### src/rtl/ship_pkg.sv
// Shared ship-wide definitions: mode codes, ammo-loader state encoding and defaults.
// Also used by the weapons block for ATTACK_MODE.
package ship_pkg;

    localparam logic [3:0]  ATTACK_MODE      = 4'b0010;
    localparam int unsigned MAX_AMMO_DEFAULT = 300;

    typedef enum logic [1:0] {
        ST_IDLE  = 2'd0,
        ST_LATCH = 2'd1,
        ST_XFER  = 2'd2,
        ST_DONE  = 2'd3
    } loader_state_t;

    function automatic int unsigned max_uint(input int unsigned a, input int unsigned b);
        return (a > b) ? a : b;
    endfunction

endpackage

### src/rtl/stock_counter.sv
// Saturating stockpile counter: debit and credit land in the same cycle, and the
// result clamps at the all-ones value. The debit never exceeds the current count.
module stock_counter #(
    parameter int unsigned SW = 12
) (
    input  logic          clk,
    input  logic          rst_n,
    input  logic [SW-1:0] i_add,
    input  logic [SW-1:0] i_sub,
    output logic [SW-1:0] o_stock,
    output logic [SW-1:0] o_stock_nxt
);

    logic [SW-1:0] r_stock;
    logic [SW:0]   w_sum;

    // One guard bit holds any carry from (stock - sub) + add; clamp on carry.
    assign w_sum       = ({1'b0, r_stock} - {1'b0, i_sub}) + {1'b0, i_add};
    assign o_stock_nxt = w_sum[SW] ? {SW{1'b1}} : w_sum[SW-1:0];
    assign o_stock     = r_stock;

    // NOTE: sequential state uses non-blocking assignments so every register
    // samples pre-edge values regardless of block ordering.
    always_ff @(posedge clk or negedge rst_n) begin
        if (!rst_n) begin
            r_stock <= '0;
        end else begin
            r_stock <= o_stock_nxt;
        end
    end

endmodule

### src/rtl/ammo_loader.sv
// Supply-side ammo loader: accepts reload requests, streams rounds into the
// weapon magazine in chunks while debiting the stockpile, then pulses done.
module ammo_loader
    import ship_pkg::*;
#(
    parameter int unsigned N        = 9,
    parameter int unsigned MAX_AMMO = MAX_AMMO_DEFAULT,
    parameter int unsigned CHUNK    = 16,
    parameter int unsigned SW       = 12
) (
    input  logic          clk,
    input  logic          rst,
    input  logic [3:0]    mode,
    input  logic          reload_req,
    input  logic [N-1:0]  cur_ammo,
    input  logic          restock_valid,
    input  logic [SW-1:0] restock_amt,
    output logic [N-1:0]  ammo_out,
    output logic          loading,
    output logic          reload_done,
    output logic [SW-1:0] stock,
    output logic          error
);

    localparam int unsigned WW = max_uint(N, SW);

    loader_state_t r_state, w_state_nxt;
    logic [N-1:0]  r_ammo, w_ammo_nxt;
    logic          r_loading, w_loading_nxt;
    logic          r_done, w_done_nxt;
    logic          r_error, w_error_nxt;

    logic          w_attack;
    logic [WW-1:0] w_room;
    logic [WW-1:0] w_stock_wide;
    logic [WW-1:0] w_step;
    logic [SW-1:0] w_sub;
    logic [SW-1:0] w_add;
    logic [SW-1:0] w_stock_nxt;

    assign w_attack     = (mode == ATTACK_MODE);
    assign w_room       = WW'(MAX_AMMO) - WW'(r_ammo);
    assign w_stock_wide = WW'(stock);

    // step = min(CHUNK, room left in the magazine, stockpile)
    always_comb begin
        w_step = WW'(CHUNK);
        if (w_room < w_step)       w_step = w_room;
        if (w_stock_wide < w_step) w_step = w_stock_wide;
    end

    assign w_sub = (r_state == ST_XFER) ? w_step[SW-1:0] : '0;
    assign w_add = restock_valid ? restock_amt : '0;

    stock_counter #(.SW(SW)) u_stock (
        .clk        (clk),
        .rst_n      (rst),
        .i_add      (w_add),
        .i_sub      (w_sub),
        .o_stock    (stock),
        .o_stock_nxt(w_stock_nxt)
    );

    always_ff @(posedge clk or negedge rst) begin
        if (!rst) begin
            r_state <= ST_IDLE;
        end else begin
            r_state <= w_state_nxt;
        end
    end

    // NOTE: every signal driven here gets a default first, so no path leaves it
    // unassigned and no latch is inferred.
    always_comb begin
        w_state_nxt = r_state;
        w_ammo_nxt  = r_ammo;
        w_done_nxt  = 1'b0;
        w_error_nxt = 1'b0;
        case (r_state)
            ST_IDLE: begin
                if (reload_req) begin
                    if (w_attack || (stock == '0)) begin
                        w_error_nxt = 1'b1;
                    end else if (cur_ammo >= N'(MAX_AMMO)) begin
                        w_done_nxt = 1'b1;
                    end else begin
                        w_ammo_nxt  = cur_ammo;
                        w_state_nxt = ST_LATCH;
                    end
                end
            end
            ST_LATCH: begin
                w_state_nxt = w_attack ? ST_DONE : ST_XFER;
            end
            ST_XFER: begin
                // An abort still lets this cycle's step land; it only ends the transfer.
                w_ammo_nxt = r_ammo + w_step[N-1:0];
                if (w_attack || (w_ammo_nxt == N'(MAX_AMMO)) || (w_stock_nxt == '0)) begin
                    w_state_nxt = ST_DONE;
                end
            end
            ST_DONE: begin
                w_state_nxt = ST_IDLE;
            end
            default: begin
                w_state_nxt = ST_IDLE;
            end
        endcase
        if (w_state_nxt == ST_DONE) begin
            w_done_nxt = 1'b1;
        end
        w_loading_nxt = (w_state_nxt != ST_IDLE);
    end

    always_ff @(posedge clk or negedge rst) begin
        if (!rst) begin
            r_ammo    <= '0;
            r_loading <= 1'b0;
            r_done    <= 1'b0;
            r_error   <= 1'b0;
        end else begin
            r_ammo    <= w_ammo_nxt;
            r_loading <= w_loading_nxt;
            r_done    <= w_done_nxt;
            r_error   <= w_error_nxt;
        end
    end

    assign ammo_out    = r_ammo;
    assign loading     = r_loading;
    assign reload_done = r_done;
    assign error       = r_error;

endmodule

### config.mk
export PLATFORM = sky130hd
export DESIGN_NAME = ammo_loader
export DESIGN_NICKNAME = d
export VERILOG_FILES = /design/src/rtl/ship_pkg.sv /design/src/rtl/stock_counter.sv /design/src/rtl/ammo_loader.sv
export SDC_FILE = /design/constraint.sdc
export NUM_CORES = 1
export LEC_CHECK = 0
export CORE_ASPECT_RATIO = 2
export CORE_MARGIN = 1
export CORE_UTILIZATION = 32
export CTS_BUF_LIST = sky130_fd_sc_hd__clkbuf_4 sky130_fd_sc_hd__clkbuf_8 sky130_fd_sc_hd__clkbuf_16
export CTS_CLUSTER_SIZE = 40
export DETAILED_ROUTE_END_ITERATION = 12
export GPL_TIMING_DRIVEN = 0
export HOLD_SLACK_MARGIN = 0.05
export PLACE_DENSITY = 0.49
export SYNTH_ARGS = -nofsm -noshare
export SYNTH_HDL_FRONTEND = slang
export SYNTH_SLANG_ARGS = --single-unit
### constraint.sdc
create_clock -name clk -period 6.74 [get_ports clk]
set_input_delay 0.674 -clock clk [delete_from_list [all_inputs] [get_ports clk]]
set_output_delay 0.674 -clock clk [all_outputs]
set_load 0.01 [all_outputs]
# After elaboration in Yosys (flattened, before gate mapping)
# Index checks and enable logic that the tools add are counted.
# op_classes
n_lt_le_gt_ge,3
n_eq_ne,9
n_addsub,4
n_mux,23
reduce_logical,9
# op_table
operator,n
12-bit two-way mux,5
9-bit two-way mux,3
12-bit zero test,2
9-bit one-hot mux with 2 select lines,1
13-bit by 12-bit adder with 13-bit output,1
12-bit by 12-bit subtractor with 13-bit output,1
12-bit less-than comparator,1
12-bit by 5-bit less-than comparator with 1-bit output (second input constant),1
9-bit by 9-bit subtractor with 10-bit output (first input constant),1
9-bit adder,1
9-bit equality test (second input constant),1
9-bit greater-or-equal comparator (second input constant),1
1-bit two-way mux,9
2-bit two-way mux,4
2-bit one-hot mux with 4 select lines,1
2-bit equality test (second input constant),3
2-bit inequality test (second input constant),3
4-bit by 2-bit equality test with 1-bit output (second input constant),1
4-bit AND reduction,1
2-bit nonzero test,2
1-bit logical OR,3
2-bit by 1-bit equality test with 1-bit output (second input constant),1
2-bit zero test,1
# word_totals
in_bits,29
reg_bits,26
out_inout_bits,24
elab_cells,54

# Logic depth before layout (Yosys ltp)
# depth
word_depth,15
ltp_mapped,31
depth_no_buf,28

# Hierarchy
# A second synthesis with hierarchy kept.
# hier_totals
hier_cells,380
hier_area_um2,3199.3
# by_module_without_submodules
mod,cells_per_inst,area_each_um2,seq_area_each_um2,instances
ammo_loader,212,1781.7,350.3,1
stock_counter,168,1417.6,300.3,1

# Least setup slack after synthesis
# Ideal clock, no wire load.
# synth_path
path_type,register to register
from,reg r_ammo[1] (netlist: ammo_out[1])
to,reg r_loading (netlist: loading)
stages_incl_launch_ff,27
path_slack_ns,1.081
n_path_buf,2
t_required_ns,6.616
arrival_ns,5.534
synth_period_minus_slack_ns,5.659
setup_time_ns,0.124
cell_sequence,dfrtp_1 inv_1 ha_1 and3_1 o21a_1 o31a_1 and3_1 clkbuf_1 ha_1 a21oi_1 nor2b_1 o21ai_0 nand3b_1 o41ai_2 buf_6 mux2i_1 and2_1 fa_1 fa_1 nand2b_1 a21oi_1 o41ai_1 o211ai_1 mux2i_1 nand4b_1 o211ai_2 or2_1
# synth_via
elab_chain_cells,14
word_cells_on_any_way,17
cone_classes,4 x add/sub; 2 x order compare; 1 x eq/ne; 6 x mux; 4 x reduce/logical
# synth_lines
item,line_no,text
start: declaration,ammo_loader.sv:28,"logic [N-1:0] r_ammo, w_ammo_nxt;"
start signal: assignment,ammo_loader.sv:122,r_ammo <= w_ammo_nxt;
9-bit by 9-bit subtractor with 10-bit output *,ammo_loader.sv:42,assign w_room = WW'(MAX_AMMO) - WW'(r_ammo);
12-bit by 5-bit less-than comparator with 1-bit output,ammo_loader.sv:48,if (w_room < w_step) w_step = w_room;
12-bit two-way mux *,ammo_loader.sv:48,
12-bit less-than comparator,ammo_loader.sv:49,if (w_stock_wide < w_step) w_step = w_stock_wide;
12-bit two-way mux *,ammo_loader.sv:49,
12-bit two-way mux *,ammo_loader.sv:52,assign w_sub = (r_state == ST_XFER) ? w_step[SW-1:0] : '0;
12-bit by 12-bit subtractor with 13-bit output *,stock_counter.sv:18,"assign w_sum = ({1'b0, r_stock} - {1'b0, i_sub}) + {1'b0, i_add};"
13-bit by 12-bit adder with 13-bit output *,stock_counter.sv:18,
12-bit two-way mux *,stock_counter.sv:19,assign o_stock_nxt = w_sum[SW] ? {SW{1'b1}} : w_sum[SW-1:0];
via u_stock.o_stock_nxt[10],stock_counter.sv:11,output logic [SW-1:0] o_stock_nxt
12-bit zero test *,ammo_loader.sv:98,if (w_attack || (w_ammo_nxt == N'(MAX_AMMO)) || (w_stock_nxt == '0)) begin
1-bit logical OR *,ammo_loader.sv:98,
2-bit two-way mux *,ammo_loader.sv:98,
2-bit one-hot mux with 4 select lines *,ammo_loader.sv:79,case (r_state)
via w_state_nxt[0],ammo_loader.sv:27,"loader_state_t r_state, w_state_nxt;"
2-bit nonzero test *,ammo_loader.sv:112,w_loading_nxt = (w_state_nxt != ST_IDLE);
via w_loading_nxt,ammo_loader.sv:29,"logic r_loading, w_loading_nxt;"
end signal: assignment,ammo_loader.sv:123,r_loading <= w_loading_nxt;
end: declaration,ammo_loader.sv:29,
# The timed path passes the listed nets; every way through them passes the cells marked *.
# A chain may end at the register's enable or synchronous reset.

# Worst setup path after layout
# layout_path
from,reg r_ammo[0] (netlist: ammo_out[0])
to,reg u_stock.r_stock[6] (netlist: u_stock.o_stock[6])
# layout_via
elab_chain_cells,9
# layout_lines
item,line_no,text
9-bit by 9-bit subtractor with 10-bit output *,ammo_loader.sv:42,
12-bit by 5-bit less-than comparator with 1-bit output,ammo_loader.sv:48,
12-bit two-way mux *,ammo_loader.sv:48,
12-bit less-than comparator,ammo_loader.sv:49,
12-bit two-way mux *,ammo_loader.sv:49,
12-bit two-way mux *,ammo_loader.sv:52,
12-bit by 12-bit subtractor with 13-bit output *,stock_counter.sv:18,
13-bit by 12-bit adder with 13-bit output *,stock_counter.sv:18,
12-bit two-way mux *,stock_counter.sv:19,
via u_stock.o_stock_nxt[6],stock_counter.sv:11,
end signal: assignment,stock_counter.sv:28,r_stock <= o_stock_nxt;
end: declaration,stock_counter.sv:14,logic [SW-1:0] r_stock;
# Marks and branches as above.

==> reports/summary.md <==
In the synthesized netlist the async set-or-reset flop fraction comes to 100%. The number of inserted diodes was 0; the count of input and output buffers was 52. By instance count, the cell type seen most on the critical path is sky130_fd_sc_hd__ha_1. The leakage component of the power was 1.70 nW; the clock-pin transition on the worst setup and hold timing paths was 0.07 ns.

Cells with a size suffix above 1 make up 7.29% of the layout. The final layout contains 473 nets. Dividing the synthesized area by the synthesized cell count gives 8.60 um^2.

The first global-routing pass estimated 12.6 mm of wire. The floorplan step defined a die boundary enclosing 9440 um^2. Synthesis instantiated 60 different standard cells from the library. IR analysis of the VDD net gives a maximum drop of 0.291 mV. Portion of total power attributed to sequential cells: 17.6%. In the final routed layout, each cell accounts on average for 16.0 um. STA classifies the critical path endpoint as a flip-flop. In this run, the number of DRC markers left after iteration 0 of detailed routing was 124. The number of buffers created by CTS is 3. The routed via count was 2,560; the delay of the slowest cell on the worst path was 0.50 ns. Clock skew on the completed layout was measured at 0.00202 ns. The floorplan has 48 rows. The switching share of power works out to 47.6%.

The predominant post-synthesis flop cell is sky130_fd_sc_hd__dfrtp_1. At the end of the flow the core is filled with cells to 42.4%. The number of global-route vias before repair is 2,588. Routability-driven placement finished with a final weighted congestion of 0.763.

Data arrives at the worst endpoint at 6.49 ns. The tools report the final-report max-slew violation count as 0. The clock drives 26 sinks. In this run, synthesis inferred 0 flip-flops with an integrated enable. For this design the total switching power over the nets is 0.000872 W.

The flop and latch count out of synthesis was 26. The run gives 0 as the number of endpoints failing setup at the final stage. The reported max-cap violation count was 0; the cell depth of the worst flop-to-flop path was 28. The number of antenna violations at the first check in global routing was 0; the height of the die was 136 um. Timing would allow up to 158 MHz.

The worst register-to-register path has a setup slack of 0.40 ns. Clock tree synthesis selected as its root buffer the cell sky130_fd_sc_hd__clkbuf_16. In this design, the largest share of critical-path delay is due to compound AO/OA/AOI/OAI gates. The first TritonRoute pass finished after 4 iterations. At the pin with the least slew margin, the transition time is 0.692 ns. The flow ran to the end, and the final reports show no timing, DRC or antenna violations.

In the routed design, unresolved DRC markers number 0. The tools report the overall routing resource usage as 17.4%. OpenSTA, run right after detailed placement, puts the worst setup slack at 0.112 ns. From synthesis to final layout, the design area changed by 27.8%.

The tools report the combinational cell fraction of total power as 72.3%. The power per cell area works out to 497 nW/um^2. Final wirelength: 7.95 mm. The total number of H-tree levels is 1, and the worst slew margin relative to its limit is 53.2%. Dividing the detail-routed via count by the number of cells gives 5.14. Synthesis produced a netlist whose cell count is 336.

The core region is 8710 um^2. The terminus of the critical flop-to-flop path is u_stock.o_stock[6]$_DFF_PN0_. The buffer depth of the longest clock path is 2, and the clock group share of total power is 10.1%. The die is 69.2 um wide.

For the worst setup path, the data required time is 6.89 ns. At the later pin of the worst-skew pair, clock insertion delay measures 0.27 ns. Hold repair after CTS inserted 0 buffers. The slowest cell on the critical path is sky130_fd_sc_hd__fa_1.

Final period utilization: 94.0%. The tools report the worst flop-to-flop path startpoint as ammo_out[0]$_DFFE_PN0P_. Counting buffers and inverters, the worst setup path is 28 cells deep.

The Yosys step of the flow raised 0 warnings. For the I/O pin total, the log shows 53. After legalization and detailed placement, the total HPWL measured 6.65 mm.

Entering global routing, the biggest net connects 27 pins. TritonCTS built the clock tree. The maximum fanout count along the critical path works out to 10.

Cell area after synthesis: 2890 um^2. STA classifies the critical path startpoint as a flip-flop. Sequential cells were found to cover 22.5% of the synthesized design area.

The run gives 33.2% as the initial core utilization. The critical path in this run is classified as reg -> reg. Kind of path behind the tightest hold check: in -> async. The filler cells instantiated in the layout total 885. The number of routed nets with antenna violations is 0, and the minimum period implied by the final worst setup slack is 6.34 ns.

The total count of hold-check failures in the final report is 0, and the cell internal power dissipation is 0.000962 W. Global routing finished with a remaining overflow of 0. The worst path meets setup with 0.403 ns of slack. The number of buffers and inverters on the critical path works out to 5.
## how the worst max path moves through the flow
stage | start | endpoint | slack [ns]
floorplan | ammo_out[1]$_DFFE_PN0P_ | loading$_DFF_PN0_ | 1.08
global placement | ammo_out[1]$_DFFE_PN0P_ | u_stock.o_stock[6]$_DFF_PN0_ | 0.14
detailed placement | ammo_out[1]$_DFFE_PN0P_ | u_stock.o_stock[6]$_DFF_PN0_ | 0.11
CTS | ammo_out[1]$_DFFE_PN0P_ | u_stock.o_stock[6]$_DFF_PN0_ | 0.08
global route | ammo_out[1]$_DFFE_PN0P_ | u_stock.o_stock[6]$_DFF_PN0_ | -0.02
finish | ammo_out[0]$_DFFE_PN0P_ | u_stock.o_stock[6]$_DFF_PN0_ | 0.40
## cells in the final DEF, fill, tap and decap left out, types with 6 or more instances in the layout
master | Yosys | final
sky130_fd_sc_hd__conb_1 | 2 | 7
sky130_fd_sc_hd__dfrtp_1 | 26 | 24
sky130_fd_sc_hd__o21ai_0 | 16 | 16
sky130_fd_sc_hd__nor2_1 | 15 | 15
sky130_fd_sc_hd__clkdlybuf4s50_1 | 0 | 51
sky130_fd_sc_hd__inv_1 | 43 | 43
sky130_fd_sc_hd__nor3_1 | 6 | 6
sky130_fd_sc_hd__nand2_1 | 39 | 39
sky130_fd_sc_hd__a21oi_1 | 13 | 12
sky130_fd_sc_hd__ha_1 | 32 | 32
sky130_fd_sc_hd__xnor2_1 | 12 | 12
sky130_fd_sc_hd__and3_1 | 6 | 6
sky130_fd_sc_hd__nand3_1 | 7 | 7
sky130_fd_sc_hd__and2_1 | 13 | 13
sky130_fd_sc_hd__mux2i_1 | 11 | 10
sky130_fd_sc_hd__o21a_1 | 6 | 6
sky130_fd_sc_hd__fa_1 | 13 | 13
## metrics by stage
step / hold WS [ns] / std cells / area, um^2 / TNS (ns) / power (W)
after floorplan: 0.378 / 341 / 2910 / 0 / 0.00124
after global placement: 0.533 / 493 / 3550 / 0 / 0.00163
after detailed placement: 0.540 / 493 / 3550 / 0 / 0.00164
after CTS: 0.558 / 497 / 3660 / 0 / 0.00183
after global routing: 0.469 / 498 / 3690 / -0.0151 / 0.00203
final: 0.420 / 498 / 3690 / 0 / 0.00183
## power by group through the flow
stage | clock [W] | combinational (W) | sequential [W]
2_1_floorplan | 0 | 0.000913 | 0.000325
3_3_place_gp | 0 | 0.00130 | 0.000327
3_5_place_dp | 0 | 0.00131 | 0.000328
4_1_cts | 0.000190 | 0.00132 | 0.000325
5_1_grt | 0.000194 | 0.00149 | 0.000338
6_report | 0.000184 | 0.00133 | 0.000323
## cell families (layout without fill, tap and decap cells)
logic type | Yosys count | after routing | share of synthesized area (%)
simple gates | 105 | 105 | 17.8
compound gates | 75 | 75 | 18.7
buf+inv | 53 | 110 | 7.97
fa+ha+maj | 45 | 45 | 22.9
flops | 26 | 26 | 22.5
xor+xnor | 17 | 17 | 5.15
mux | 13 | 13 | 4.72
other cells | 2 | 7 | 0.260
## area by class of cell
cell class              instances  area, um^2  area share (%)
plain buffers                   9        67.6            1.83
clock buffers                   3        75.1            2.03
clock inverters                 1        30.0           0.814
inverters                      44         165            4.47
multi-input cells             262        2050            55.6
flip-flops and latches         26         653            17.7
well taps                     100         125            3.39
repair buffers                 53         523            14.2
## sequential cells by signal, summed over array words and instances (netlist names)
register and count:
r_state 2, u_stock.o_stock 12, error 1, ammo_out 9, loading 1, reload_done 1
## metal layers
metal | wire (um) | global-route usage, %
met3 | 181 | 1.63
met4 | 226 | 7.82
met1 | 2730 | 16.1
met5 | 0 | 0
met2 | 4820 | 36.7
## cells in the mapped netlist, types with 2 or more instances
library cell	number	area share [%]
sky130_fd_sc_hd__a211oi_1	2	0.52
sky130_fd_sc_hd__a21o_1	5	1.3
sky130_fd_sc_hd__a21oi_1	13	2.3
sky130_fd_sc_hd__a31oi_1	2	0.43
sky130_fd_sc_hd__and2_1	13	2.8
sky130_fd_sc_hd__and3_1	6	1.3
sky130_fd_sc_hd__buf_6	4	1.6
sky130_fd_sc_hd__clkbuf_1	4	0.52
sky130_fd_sc_hd__conb_1	2	0.26
sky130_fd_sc_hd__dfrtp_1	26	23
sky130_fd_sc_hd__fa_1	13	9.0
sky130_fd_sc_hd__ha_1	32	14
sky130_fd_sc_hd__inv_1	43	5.6
sky130_fd_sc_hd__mux2i_1	11	3.8
sky130_fd_sc_hd__nand2_1	39	5.1
sky130_fd_sc_hd__nand2b_1	3	0.65
sky130_fd_sc_hd__nand3_1	7	1.2
sky130_fd_sc_hd__nand3b_1	2	0.52
sky130_fd_sc_hd__nand4_1	2	0.43
sky130_fd_sc_hd__nor2_1	15	1.9
sky130_fd_sc_hd__nor3_1	6	1.0
sky130_fd_sc_hd__nor4_1	5	1.1
sky130_fd_sc_hd__o211ai_1	2	0.52
sky130_fd_sc_hd__o21a_1	6	1.6
sky130_fd_sc_hd__o21ai_0	16	2.8
sky130_fd_sc_hd__o21ai_1	2	0.35
sky130_fd_sc_hd__o21bai_1	3	0.78
sky130_fd_sc_hd__o22ai_1	3	0.65
sky130_fd_sc_hd__o31ai_1	3	0.78
sky130_fd_sc_hd__xnor2_1	12	3.6
sky130_fd_sc_hd__xor2_1	5	1.5
## what timing repair did
item | CTS | global route
buffers inserted | 0 | 1
resized for setup | 0 | 8
endpoints found under the setup margin | 0 | 14
endpoints found under the hold margin | 0 | 0
Note: power is estimated with default switching activity, not from simulation.
==> RTL change 1 (same flow settings) <==
`N`: 9 -> 10.
--- a/src/rtl/ammo_loader.sv
+++ b/src/rtl/ammo_loader.sv
@@ -3,7 +3,7 @@
 module ammo_loader
     import ship_pkg::*;
 #(
-    parameter int unsigned N        = 9,
+    parameter int unsigned N        = 10,
     parameter int unsigned MAX_AMMO = MAX_AMMO_DEFAULT,
     parameter int unsigned CHUNK    = 16,
     parameter int unsigned SW       = 12
Interface: changed (resized ammo_out and cur_ammo); port bits go from 53 to 55. No check against the original RTL was run, so the function may have changed too.
==> RTL change 1 against the unedited design <==
Area after synthesis is 13% higher; routed wire length is 35% higher; sequential cell count is 1 higher; fmax is 0.57% higher; non-clock buffer count is 4 higher; final area is 12% higher; total power is 12% higher; setup slack better by 0.036 ns; critical path type unchanged.
==> RTL change 1: results <==
set metrics [dict create \
    vias 3137 \
    synth_common_cells "inv_1, nand2_1, ha_1" \
    design.seq.count 27 \
    wl_met2_mm 6.62 \
    p_leak_nw 1.83 \
    globalRouteTotalUtil_pct 21.0 \
    multi_input_area_um2 2420 \
    dpl.hpwl_mm 8.91 \
    port-buffer-count 54 \
    dp_slack_ns 0.0471 \
    multi_input_gates 316 \
    fin_worst_skew_ns 0.00641 \
    gr-usage-met2_pct 43.9 \
    n_fill_cell 1050 \
    placed_area_um2 3990 \
    met1_usage_pct 19.3 \
    synth_cell_type_count 62 \
    outcome "complete, no violations" \
    totalWireLength_mm 10.7 \
    layout.area.seq_um2 676 \
    wl_met3_um 182 \
    vdd_drop_max_v 0.000221 \
    buffer_area_share_pct 14.7 \
    crit_arrival_ns 6.47 \
    use_met3_pct 0.900 \
    grt_max_degree 28 \
    syn_area_um2 3270 \
    grt_pass1_vias 3173 \
    cpPeakStageDelay_ns 0.53 \
    grt_first_pass_wirelength_mm 16.4 \
    signal_buffers 66 \
]
==> RTL change 1: cell count changes after synthesis, sizes merged, moves of 4 or more <==
cell	unedited run	this run
and3	7	12
a21oi	13	19
mux2i	11	6
o21ai	18	27
a211oi	2	8
nand3	7	13
nand2b	3	7
==> RTL change 1: worst paths after layout <==
| check | start | endpoint | slack, ns | cells past startpoint |
|---|---|---|---|---|
| max | ammo_out[0]$_DFFE_PN0P_ | u_stock.o_stock[4]$_DFF_PN0_ | 0.44 | 28 |
| min | rst | loading$_DFF_PN0_ | 0.43 | 1 |
| max reg2reg | ammo_out[0]$_DFFE_PN0P_ | u_stock.o_stock[4]$_DFF_PN0_ | 0.44 | 28 |
| min reg2reg | r_state[1]$_DFF_PN0_ | r_state[1]$_DFF_PN0_ | 0.58 | 2 |
| max in group asynchronous | rst | u_stock.o_stock[5]$_DFF_PN0_ | 5.87 | 1 |
| min in group clk | r_state[1]$_DFF_PN0_ | r_state[1]$_DFF_PN0_ | 0.58 | 2 |
==> RTL change 1: where the power goes <==
group          internal, W  switching [W]
Combinational     0.000685       0.000858
Sequential        0.000240       0.000119
Clock            0.0000806      0.0000659
==> RTL change 1: what timing repair did <==
| action | 4_1_cts | 5_1_grt |
|---|---|---|
| resized for setup | 0 | 13 |
| buffers inserted | 0 | 3 |
| setup endpoints to repair | 0 | 13 |
==> RTL change 1: cell families (layout without fill, tap and decap cells) <==
kind of cell	count (synthesis)	after routing	synth area share (%)
xor gates and xnor gates	14	14	3.75
buffers and inverters	55	116	6.59
DFF	27	27	20.7
muxes	8	8	2.53
adders and majority gates	48	48	21.4
AOI/OAI and AO/OA	109	109	23.9
and+or+nand+nor	130	130	21.0
other	2	7	0.230
==> RTL change 2 (config.mk and constraints unchanged) <==
Without the edit above. Remove the register `r_done`: a continuous assignment takes its place, so the output `reload_done` follows one clock earlier.
--- a/src/rtl/ammo_loader.sv
+++ b/src/rtl/ammo_loader.sv
@@ -116,15 +116,15 @@
         if (!rst) begin
             r_ammo    <= '0;
             r_loading <= 1'b0;
-            r_done    <= 1'b0;
             r_error   <= 1'b0;
         end else begin
             r_ammo    <= w_ammo_nxt;
             r_loading <= w_loading_nxt;
-            r_done    <= w_done_nxt;
             r_error   <= w_error_nxt;
         end
     end
+
+    assign r_done = w_done_nxt;
 
     assign ammo_out    = r_ammo;
     assign loading     = r_loading;
Behaviour: not the same (a bounded check fails within 4 cycles, from zero or initial values and one cycle with rst low).
==> RTL change 2 against the unedited design <==
Largest cell class unchanged; final area is 5.3% higher; register-to-register slack gained 0.49 ns; setup slack got worse by 0.21 ns; sequential power is 4% lower; routed wire length grew 4.1%; sequential cell count fell by 1; count of clock-buffer cells in the layout stayed put; worst hold slack worse by 0.020 ns; area after synthesis shrank 0.87%; total power rose by 11%.
==> RTL change 2: results <==
set metrics [dict create \
    outcome "complete, no violations" \
    synth_common_cells "inv_1, nand2_1, ha_1" \
    nets 482 \
    use_met3_pct 1.18 \
    via_per_inst 5.13 \
    dp_slack_ns -0.854 \
    combPwrFrac_pct 77.6 \
    p_leak_nw 1.76 \
    crit_fanout 6 \
    wl_met2_mm 5.13 \
    layout-drive-gt1-share_pct 16.0 \
    vdd_drop_max_v 0.000292 \
    grt_first_pass_wirelength_mm 13.1 \
    crit_arrival_ns 5.88 \
    grt_max_degree 26 \
    dp_cells 492 \
    reg2reg_slack_ns 0.89 \
    grt_pass1_vias 2685 \
    gr-usage-met2_pct 39.8 \
    placed_area_um2 3530 \
    syn_area_per_cell_um2 8.55 \
    post-cts-setup-buffers 10 \
    cts.repair.resized 30 \
    m1WireLength_mm 2.88 \
    fin_worst_skew_ns 0.00275 \
    gp_congestion 0.781 \
    r2r.worst_path.cells 29 \
    relSlewSlack_pct 54.3 \
    switchingPower_w 0.000984 \
]
## RTL change 2: final cells by class
type	count	area, µm²
sequential	25	628
timing repair buffer	64	604
inverter	44	165
buffer	8	61.3
clock inverter	1	7.51
fill	901	4760
clock buffer	3	75.1
multi-input combinational	262	2220
tap	100	125
## RTL change 2: worst max-delay path by stage
stage / endpoint / slack [ns] / cells past startpoint
6_report: reload_done / 0.19 / 26
5_1_grt: reload_done / -0.05 / 29
4_1_cts: reload_done / 0.02 / 28
3_5_place_dp: reload_done / -0.85 / 28
3_3_place_gp: reload_done / -0.90 / 28
2_1_floorplan: reload_done / 0.51 / 26
## RTL change 2: cells by family after synthesis
family | count (synthesis) | synth area share, %
fa+ha+maj | 45 | 23.1
xor+xnor | 17 | 5.20
buf+inv | 53 | 8.04
compound gates | 75 | 18.8
flops | 25 | 21.8
simple gates | 105 | 18.0
other cells | 2 | 0.262
mux | 13 | 4.76
